### src/rtl/seven_segment_pkg.sv
// Shared types and constants for the four-digit seven-segment scanner.
package seven_segment_pkg;

   typedef logic [1:0] digit_idx_t;

   localparam logic [6:0] SEG_OFF = 7'h7F;

   // Active-low {cg..ca} patterns for hex digits 0..F.
   localparam logic [6:0] SEG_TABLE [16] = '{
      7'h40, 7'h79, 7'h24, 7'h30, 7'h19, 7'h12, 7'h02, 7'h78,
      7'h00, 7'h10, 7'h08, 7'h03, 7'h46, 7'h21, 7'h06, 7'h0E
   };

endpackage

### src/rtl/hex7seg_decode.sv
// Combinational nibble to active-low seven-segment pattern lookup.
module hex7seg_decode
   import seven_segment_pkg::*;
(
   input  logic [3:0] i_nibble,
   output logic [6:0] o_seg
);

   assign o_seg = SEG_TABLE[i_nibble];

endmodule

### src/rtl/seven_segment_scan.sv
// Four-digit common-anode scan driver with per-slot blank interval and per-frame snapshot.
// Optional leading-zero blanking when SEVSEG_LZB_EN is defined.
module seven_segment_scan
   import seven_segment_pkg::*;
#(
   parameter int TICK_DIV     = 100000,
   parameter int BLANK_CYCLES = 1000
)
(
   input  logic        clk,
   input  logic        rst,
   input  logic        en,
   input  logic [15:0] value,
   input  logic [3:0]  dp_in,
   output logic [3:0]  an,
   output logic        cg,
   output logic        cf,
   output logic        ce,
   output logic        cd,
   output logic        cc,
   output logic        cb,
   output logic        ca,
   output logic        dp,
   output logic        frame_start
);

   localparam int CNT_W = (TICK_DIV > 1) ? $clog2(TICK_DIV) : 1;
   localparam logic [CNT_W-1:0] TICK_MAX  = CNT_W'(TICK_DIV - 1);
   localparam logic [CNT_W-1:0] BLANK_LIM = CNT_W'(BLANK_CYCLES);

   logic [CNT_W-1:0] r_tick_cnt;
   digit_idx_t       r_idx;
   logic [15:0]      r_shadow_val;
   logic [3:0]       r_shadow_dp;
   logic             r_fs_pend;

   logic [3:0]       r_an;
   logic [6:0]       r_seg;
   logic             r_dp;
   logic             r_frame_start;

   logic             w_tick_wrap;
   logic             w_in_blank;
   logic             w_lzb_blank;
   logic [3:0]       w_nibble;
   logic [6:0]       w_seg_dec;
   logic [3:0]       w_an_nxt;
   logic [6:0]       w_seg_nxt;
   logic             w_dp_nxt;

   assign w_tick_wrap = (r_tick_cnt == TICK_MAX);
   assign w_in_blank  = (r_tick_cnt < BLANK_LIM);
   assign w_nibble    = r_shadow_val[{r_idx, 2'b00} +: 4];

   hex7seg_decode u_decode (
      .i_nibble (w_nibble),
      .o_seg    (w_seg_dec)
   );

`ifdef SEVSEG_LZB_EN
   always_comb begin
      w_lzb_blank = 1'b0;
      case (r_idx)
         2'd3:    w_lzb_blank = (r_shadow_val[15:12] == 4'h0);
         2'd2:    w_lzb_blank = (r_shadow_val[15:8]  == 8'h00);
         2'd1:    w_lzb_blank = (r_shadow_val[15:4]  == 12'h000);
         default: w_lzb_blank = 1'b0;
      endcase
   end
`else
   assign w_lzb_blank = 1'b0;
`endif

   always_comb begin
      w_an_nxt  = 4'hF;
      w_seg_nxt = SEG_OFF;
      w_dp_nxt  = 1'b1;
      if (en && !w_in_blank && !w_lzb_blank) begin
         w_an_nxt  = ~(4'b0001 << r_idx);
         w_seg_nxt = w_seg_dec;
         w_dp_nxt  = ~r_shadow_dp[r_idx];
      end
   end

   // The snapshot loads on the 3->0 wrap; the pulse is deferred one cycle so it
   // lines up with the first registered blank cycle of digit 0.
   always_ff @(posedge clk or posedge rst) begin
      if (rst) begin
         r_tick_cnt   <= '0;
         r_idx        <= '0;
         r_shadow_val <= '0;
         r_shadow_dp  <= '0;
         r_fs_pend    <= 1'b0;
      end else if (en) begin
         r_fs_pend <= 1'b0;
         if (w_tick_wrap) begin
            r_tick_cnt <= '0;
            r_idx      <= r_idx + 2'd1;
            if (r_idx == 2'd3) begin
               r_shadow_val <= value;
               r_shadow_dp  <= dp_in;
               r_fs_pend    <= 1'b1;
            end
         end else begin
            r_tick_cnt <= r_tick_cnt + 1'b1;
         end
      end
   end

   always_ff @(posedge clk or posedge rst) begin
      if (rst) begin
         r_an          <= 4'hF;
         r_seg         <= SEG_OFF;
         r_dp          <= 1'b1;
         r_frame_start <= 1'b0;
      end else begin
         r_an          <= w_an_nxt;
         r_seg         <= w_seg_nxt;
         r_dp          <= w_dp_nxt;
         r_frame_start <= en && r_fs_pend;
      end
   end

   assign an                           = r_an;
   assign {cg, cf, ce, cd, cc, cb, ca} = r_seg;
   assign dp                           = r_dp;
   assign frame_start                  = r_frame_start;

endmodule
### config.mk
export PLATFORM = sky130hd
export DESIGN_NAME = seven_segment_scan
export DESIGN_NICKNAME = d
export VERILOG_FILES = /design/src/rtl/seven_segment_pkg.sv /design/src/rtl/hex7seg_decode.sv /design/src/rtl/seven_segment_scan.sv
export SDC_FILE = /design/constraint.sdc
export NUM_CORES = 1
export LEC_CHECK = 0
export ABC_AREA = 1
export CAP_MARGIN = 10
export CORE_ASPECT_RATIO = 0.7
export CORE_MARGIN = 3
export CORE_UTILIZATION = 60
export DETAILED_ROUTE_END_ITERATION = 6
export PLACE_DENSITY_LB_ADDON = 0.1
export SYNTH_ARGS = -nofsm -noshare
export SYNTH_HDL_FRONTEND = slang
export SYNTH_SLANG_ARGS = --single-unit
### constraint.sdc
create_clock -name clk -period 2.98 [get_ports clk]
set_clock_uncertainty 0.2 [all_clocks]
set_input_delay 0.596 -clock clk [delete_from_list [all_inputs] [get_ports clk]]
set_output_delay 0.596 -clock clk [all_outputs]
set_load 0.005 [all_outputs]
After elaboration in Yosys (flattened, before gate mapping)
Memories as Yosys holds them, arrays and structs flattened.
Cells that the tools add are included.
Word-level totals
  bits in registers: 53
  memory bits (read-only): 112
  logic and storage cells: 37
  memories kept: 1
Memory list
  (no name shown): words 16, width 7, rd ports 1, clocked after Yosys merged registers in 0, wr ports 0, RTL line hex7seg_decode.sv:9  | assign o_seg = SEG_TABLE[i_nibble];
Operators by class
  add/subtract/negate cells: 2
  $lt $le $gt $ge: 3
  equality and inequality tests: 2
  shift operators: 2
  muxes and demuxes: 10
  bitwise logic cells: 3
  reductions and logical operators: 5
Operators by type and width (number)
  2-to-1 mux 7 bit: 3
  adder 17 x 1 -> 17 bit (second input constant): 1
  equality test 17 bit (second input constant): 1
  less-than comparator 17 x 10 -> 1 bit (second input constant): 1
  2-to-1 mux 17 bit: 1
  variable part select 16 x 5 -> 4 bit: 1
  greater-or-equal comparator 5 bit (second input constant): 1
  inverter 4 -> 5 bit: 1
  2-to-1 mux 1 bit: 4
  2-to-1 mux 4 bit: 1
  inverter 4 bit: 1
  left shift 1 x 2 -> 4 bit (first input constant): 1
  less-than comparator 2 x 3 -> 1 bit (second input constant): 1
  AND reduction 3 bit: 1
  adder 2 x 1 -> 2 bit (second input constant): 1
  binary-select mux 1 bit (select 2 bit): 1
  equality test 2 bit (second input constant): 1
  logical AND 1 bit: 2
  AND reduction 2 bit: 1
  logical NOT 1 bit: 1
  inverter 1 bit: 1

Longest topological paths before layout
  depth in word-level cells: 6
  mapped depth: 11

By module
A second synthesis with hierarchy kept.
Unflattened totals
  cells, all modules: 363
  area, all modules: 2874.0 um2
By module, submodules not included
  seven_segment_scan: instances 1, cells each 314, area an instance 2600.0 um2, seq. area each 1341.3 um2
  hex7seg_decode: instances 1, cells each 49, area an instance 274.0 um2, seq. area each 0.0 um2

Worst setup path before layout
No wires, ideal clock.
  kind: flip-flop to flip-flop
  start: register r_idx[0]
  end: register r_seg[5]
  data arrival time: 1.409 ns
  data required time: 2.695 ns
  path slack: 1.286 ns
  cell stages (with the launch flop): 12
  buffers on the path: 1
  cells stage by stage: dfrtp_1 > inv_1 > buf_4 > nand2_1 > nand3_1 > nand2_1 > inv_1 > ha_1 > nand3_1 > nand2_1 > nand2_1 > nand3_1
Between the ends
  word-level cells in the longest chain between the ends: 6
RTL lines
  start: declaration: RTL line seven_segment_scan.sv:32  | digit_idx_t r_idx;
  start signal: assignment: RTL line seven_segment_scan.sv:98  | r_idx <= r_idx + 2'd1;
  variable part select 16 x 5 -> 4 bit: RTL line seven_segment_scan.sv:53  | assign w_nibble = r_shadow_val[{r_idx, 2'b00} +: 4];
  inverter 4 -> 5 bit (implied by the code): RTL line hex7seg_decode.sv:9
  memory read (16 x 7 bit)
  2-to-1 mux 7 bit (implied by the code) (2 in series): RTL line hex7seg_decode.sv:9
  2-to-1 mux 7 bit: RTL line seven_segment_scan.sv:78  | if (en && !w_in_blank && !w_lzb_blank) begin
  net w_seg_nxt[5]: RTL line seven_segment_scan.sv:48  | logic [6:0] w_seg_nxt;
  end signal: assignment: RTL line seven_segment_scan.sv:118  | r_seg <= w_seg_nxt;
  end: declaration: RTL line seven_segment_scan.sv:38  | logic [6:0] r_seg;
The timed path passes the listed nets, and every way through them passes these cells. The select of a mux whose other input is x is not followed.
A chain may end at the register's enable or synchronous reset.

Worst setup path in the final report
  start: register r_idx[0]
  end: register r_seg[0]
The elaborated chain is that of the path after synthesis.

==> flow_summary_export.csv <==
group,metric,value,unit
yosys,yosysTopAreaCell,"dfrtp_1",
final_layout,final_common_cell,"nand2_1",
floorplan,coreArea,0.00453,mm^2
clocking,holdBufCountCts,0,
clocking,cts_tree,"yes",
yosys,synth-compound-area-share,1.91,%
floorplan,dieArea,0.00580,mm^2
floorplan,row_count,20,
clocking,root_buffer,"clkbuf_8",
final_layout,drive_above_1_share,10.2,%
grt,busiest_layer,"met2",
timing,holdWs,0.283,ns
floorplan,io_pins,36,
yosys,netlist_area,0.00295,mm^2
final_layout,final_nets,455,
setup_path,worstSetupEndpointType,"flip-flop",
setup_path,crit_type,"reg -> reg",
setup_path,critPathLaunch,"r_idx[0]",
power,pwr_density_cell,433,mW/mm^2
final_layout,mostFrequentLayoutCells,"nand2_1, nor2_1, dfrtp_1",
yosys,synth.yosys.warnings,0,
yosys,synth_cell_types,24,
setup_path,worstPathMaxFanout,13,
setup_path,r2r_start,"r_idx[0]",
timing,setup_viol,0,
grt,met1_usage,33.1,%
yosys,syn_nets,421,
route,routed_via_density,5.44,
grt,grt_remaining_overflow,0,
setup_path,start_kind,"flip-flop",
clocking,cts.repair.resized,0,
setup_path,critPathBufInv,3,
timing,finalMaxSlewViolations,0,
setup_path,slowest_stage,"dfrtp_1",
yosys,avgSynthCellArea,7.62,um^2
floorplan,fp.dieW,89.8,um
timing,final-hold-violation-count,0,
yosys,synth_xor_area_share,1.49,%
route,drt_pre_antenna_iters,5,
setup_path,cp_slowest_stage_delay,0.62,ns
route,dr.first_iter.drc_count,247,
yosys,syn_inst,387,
clocking,htreeDepth,2,
setup_path,critPathTopFamily,"simple AND/OR/NAND/NOR gates",
placement,dp.final_hpwl,4770,um
timing,slew_headroom,64.7,%
grt,met2_usage,35.4,%
timing,tns,0,ns
grt,grtUsageTotal,23.7,%
grt,grt_max_degree,45,
power,peakVddDrop,0.000375,V
clocking,path_clk_slew,0.09,ns
route,vias,2653,
placement,portBuffers,35,
floorplan,initial_core_util,65.1,%
clocking,cts_sinks,53,
setup_path,path_cells,"inv_1 > nand2_1 > nand3_1 > nand2_1 > inv_1 > ha_1 > inv_1 > nand2_1 > nand3_1 > nand3_1",
final_layout,nFillCells,357,
hold_path,min_from,"r_shadow_val[2]",
timing,rsz0062_at_grt,"no",
setup_path,required,3.01,ns
clocking,worst_skew_pair.late_latency,0.30,ns
yosys,yosys.area_share.simple,37.9,%
placement,place_congestion,0.933,
timing,fin_crit,2.31,ns
hold_path,hold_path_class,"reg -> reg",
power,leakagePower,1.71,nW
timing,fmax,0.433,GHz
grt,grt_pass1_vias,2407,
yosys,synth_seq_cells,53,
yosys,synth_adder_area_share,4.67,%
clocking,cts_inserted_buffers,5,
clocking,clock_path_buffers,2,
timing,worst_slew_pin_slew,0.528,ns
grt,grt_pass1_wl,11000,um
final_layout,multi_input_area,0.00136,mm^2
yosys,synth_top_area_share,34.8,%
route,drc_errors,0,
grt,antenna_found_initial,0,
yosys,ys_seq_area_share,45.5,%
job,maxCapViolations,0,
route,avgRoutedWirePerCell,13.0,um
yosys,muxShareOfSynthArea,0,%
yosys,synthTopCellsByArea,"dfrtp_1, nand2_1, dfstp_2",
final_layout,regArea,0.00134,mm^2
yosys,synth_top_family_by_area,"simple AND/OR/NAND/NOR gates",
status,status,"finished, final reports clean",
route,routed_wl,6370,um
setup_path,crit_arrival,2.34,ns
clocking,post_cts_buffers,0,
floorplan,fp.dieH,64.6,um
timing,period_share,77.4,%
route,ant_nets,0,
final_layout,diodes,0,
grt,use_met3,8.82,%
final_layout,syn2layout_area_growth,15.6,%
cell usage after synthesis, drive strengths merged:
cell	instances
nand2	139
dfrtp	41
ha	11
nor3	4
or2	1
dfstp	12
o22ai	1
nand4	23
nor2	51
xor2	5
inv	41
a21oi	5
o21ai	5
buf	12
nand3	36
state kept, by name, summed over array words and instances, names as in the netlist:
signal,count
an,4
dp,1
frame_start,1
r_fs_pend,1
r_idx,2
r_seg,7
r_shadow_dp,4
r_shadow_val,16
r_tick_cnt,17
metrics by stage:
step                worst slack (ns)  power, W  util, %  std cells  instance area (um^2)
floorplan                      0.918   0.00100        -        387                  2950
global placement               0.678   0.00108     73.4        480                  3330
detailed placement             0.604   0.00109     73.4        480                  3330
CTS                            0.704   0.00148     75.2        488                  3410
global route                   0.341   0.00156     75.2        488                  3410
finish                         0.673   0.00147     75.2        488                  3410
layer usage:
metal	vias up	part of all wire [%]	routed length [um]
met5	-	0	0
met4	0	0.75	48
met3	7	12	746
met2	126	41	2590
met1	1231	47	2980
li1	1289	-	-
worst reg2reg max path, stage by stage (launching register included):
cell and delay (ns):
dfrtp_1 0.62, inv_1 0.33, nand2_1 0.14, nand3_1 0.08, nand2_1 0.21, inv_1 0.12, ha_1 0.25, inv_1 0.09
nand2_1 0.07, nand3_1 0.07, nand3_1 0.08
logic make-up (layout without fill, tap and decap cells):
kind of cell             Yosys count  after routing
AO/OA/AOI/OAI                     11             11
AND/OR/NAND/NOR                  254            254
flip-flops                        53             53
adder cells (fa/ha/maj)           11             11
buffers and inverters             53             88
XOR/XNOR                           5              5
power by group:
part	total [W]	internal (W)	switching (W)	leakage (nW)
Sequential	0.000831	0.000775	0.0000563	0.657
Clock	0.000389	0.000163	0.000226	0.0450
Combinational	0.000254	0.0000996	0.000154	1.01
Total	0.00147	0.00104	0.000436	1.71
worst paths after layout:
kind / endpoint / slack, ns / cells after the start
max: r_seg[0] / 0.67 / 10
min: r_shadow_val[2] / 0.28 / 2
max reg2reg: r_seg[0] / 0.67 / 10
min reg2reg: r_shadow_val[2] / 0.28 / 2
max in group asynchronous: an[0] / 1.70 / 3
min in group asynchronous: r_tick_cnt[8] / 0.33 / 2
layout make-up:
type	instances	area share (%)
multi-input cells	281	39.8
flip-flops and latches	53	39.4
well taps	66	2.42
inverters	41	4.52
clock inverters	2	0.294
clock buffers	6	2.13
repair buffers	39	11.5
No activity file was read; power rests on OpenSTA's default activity.
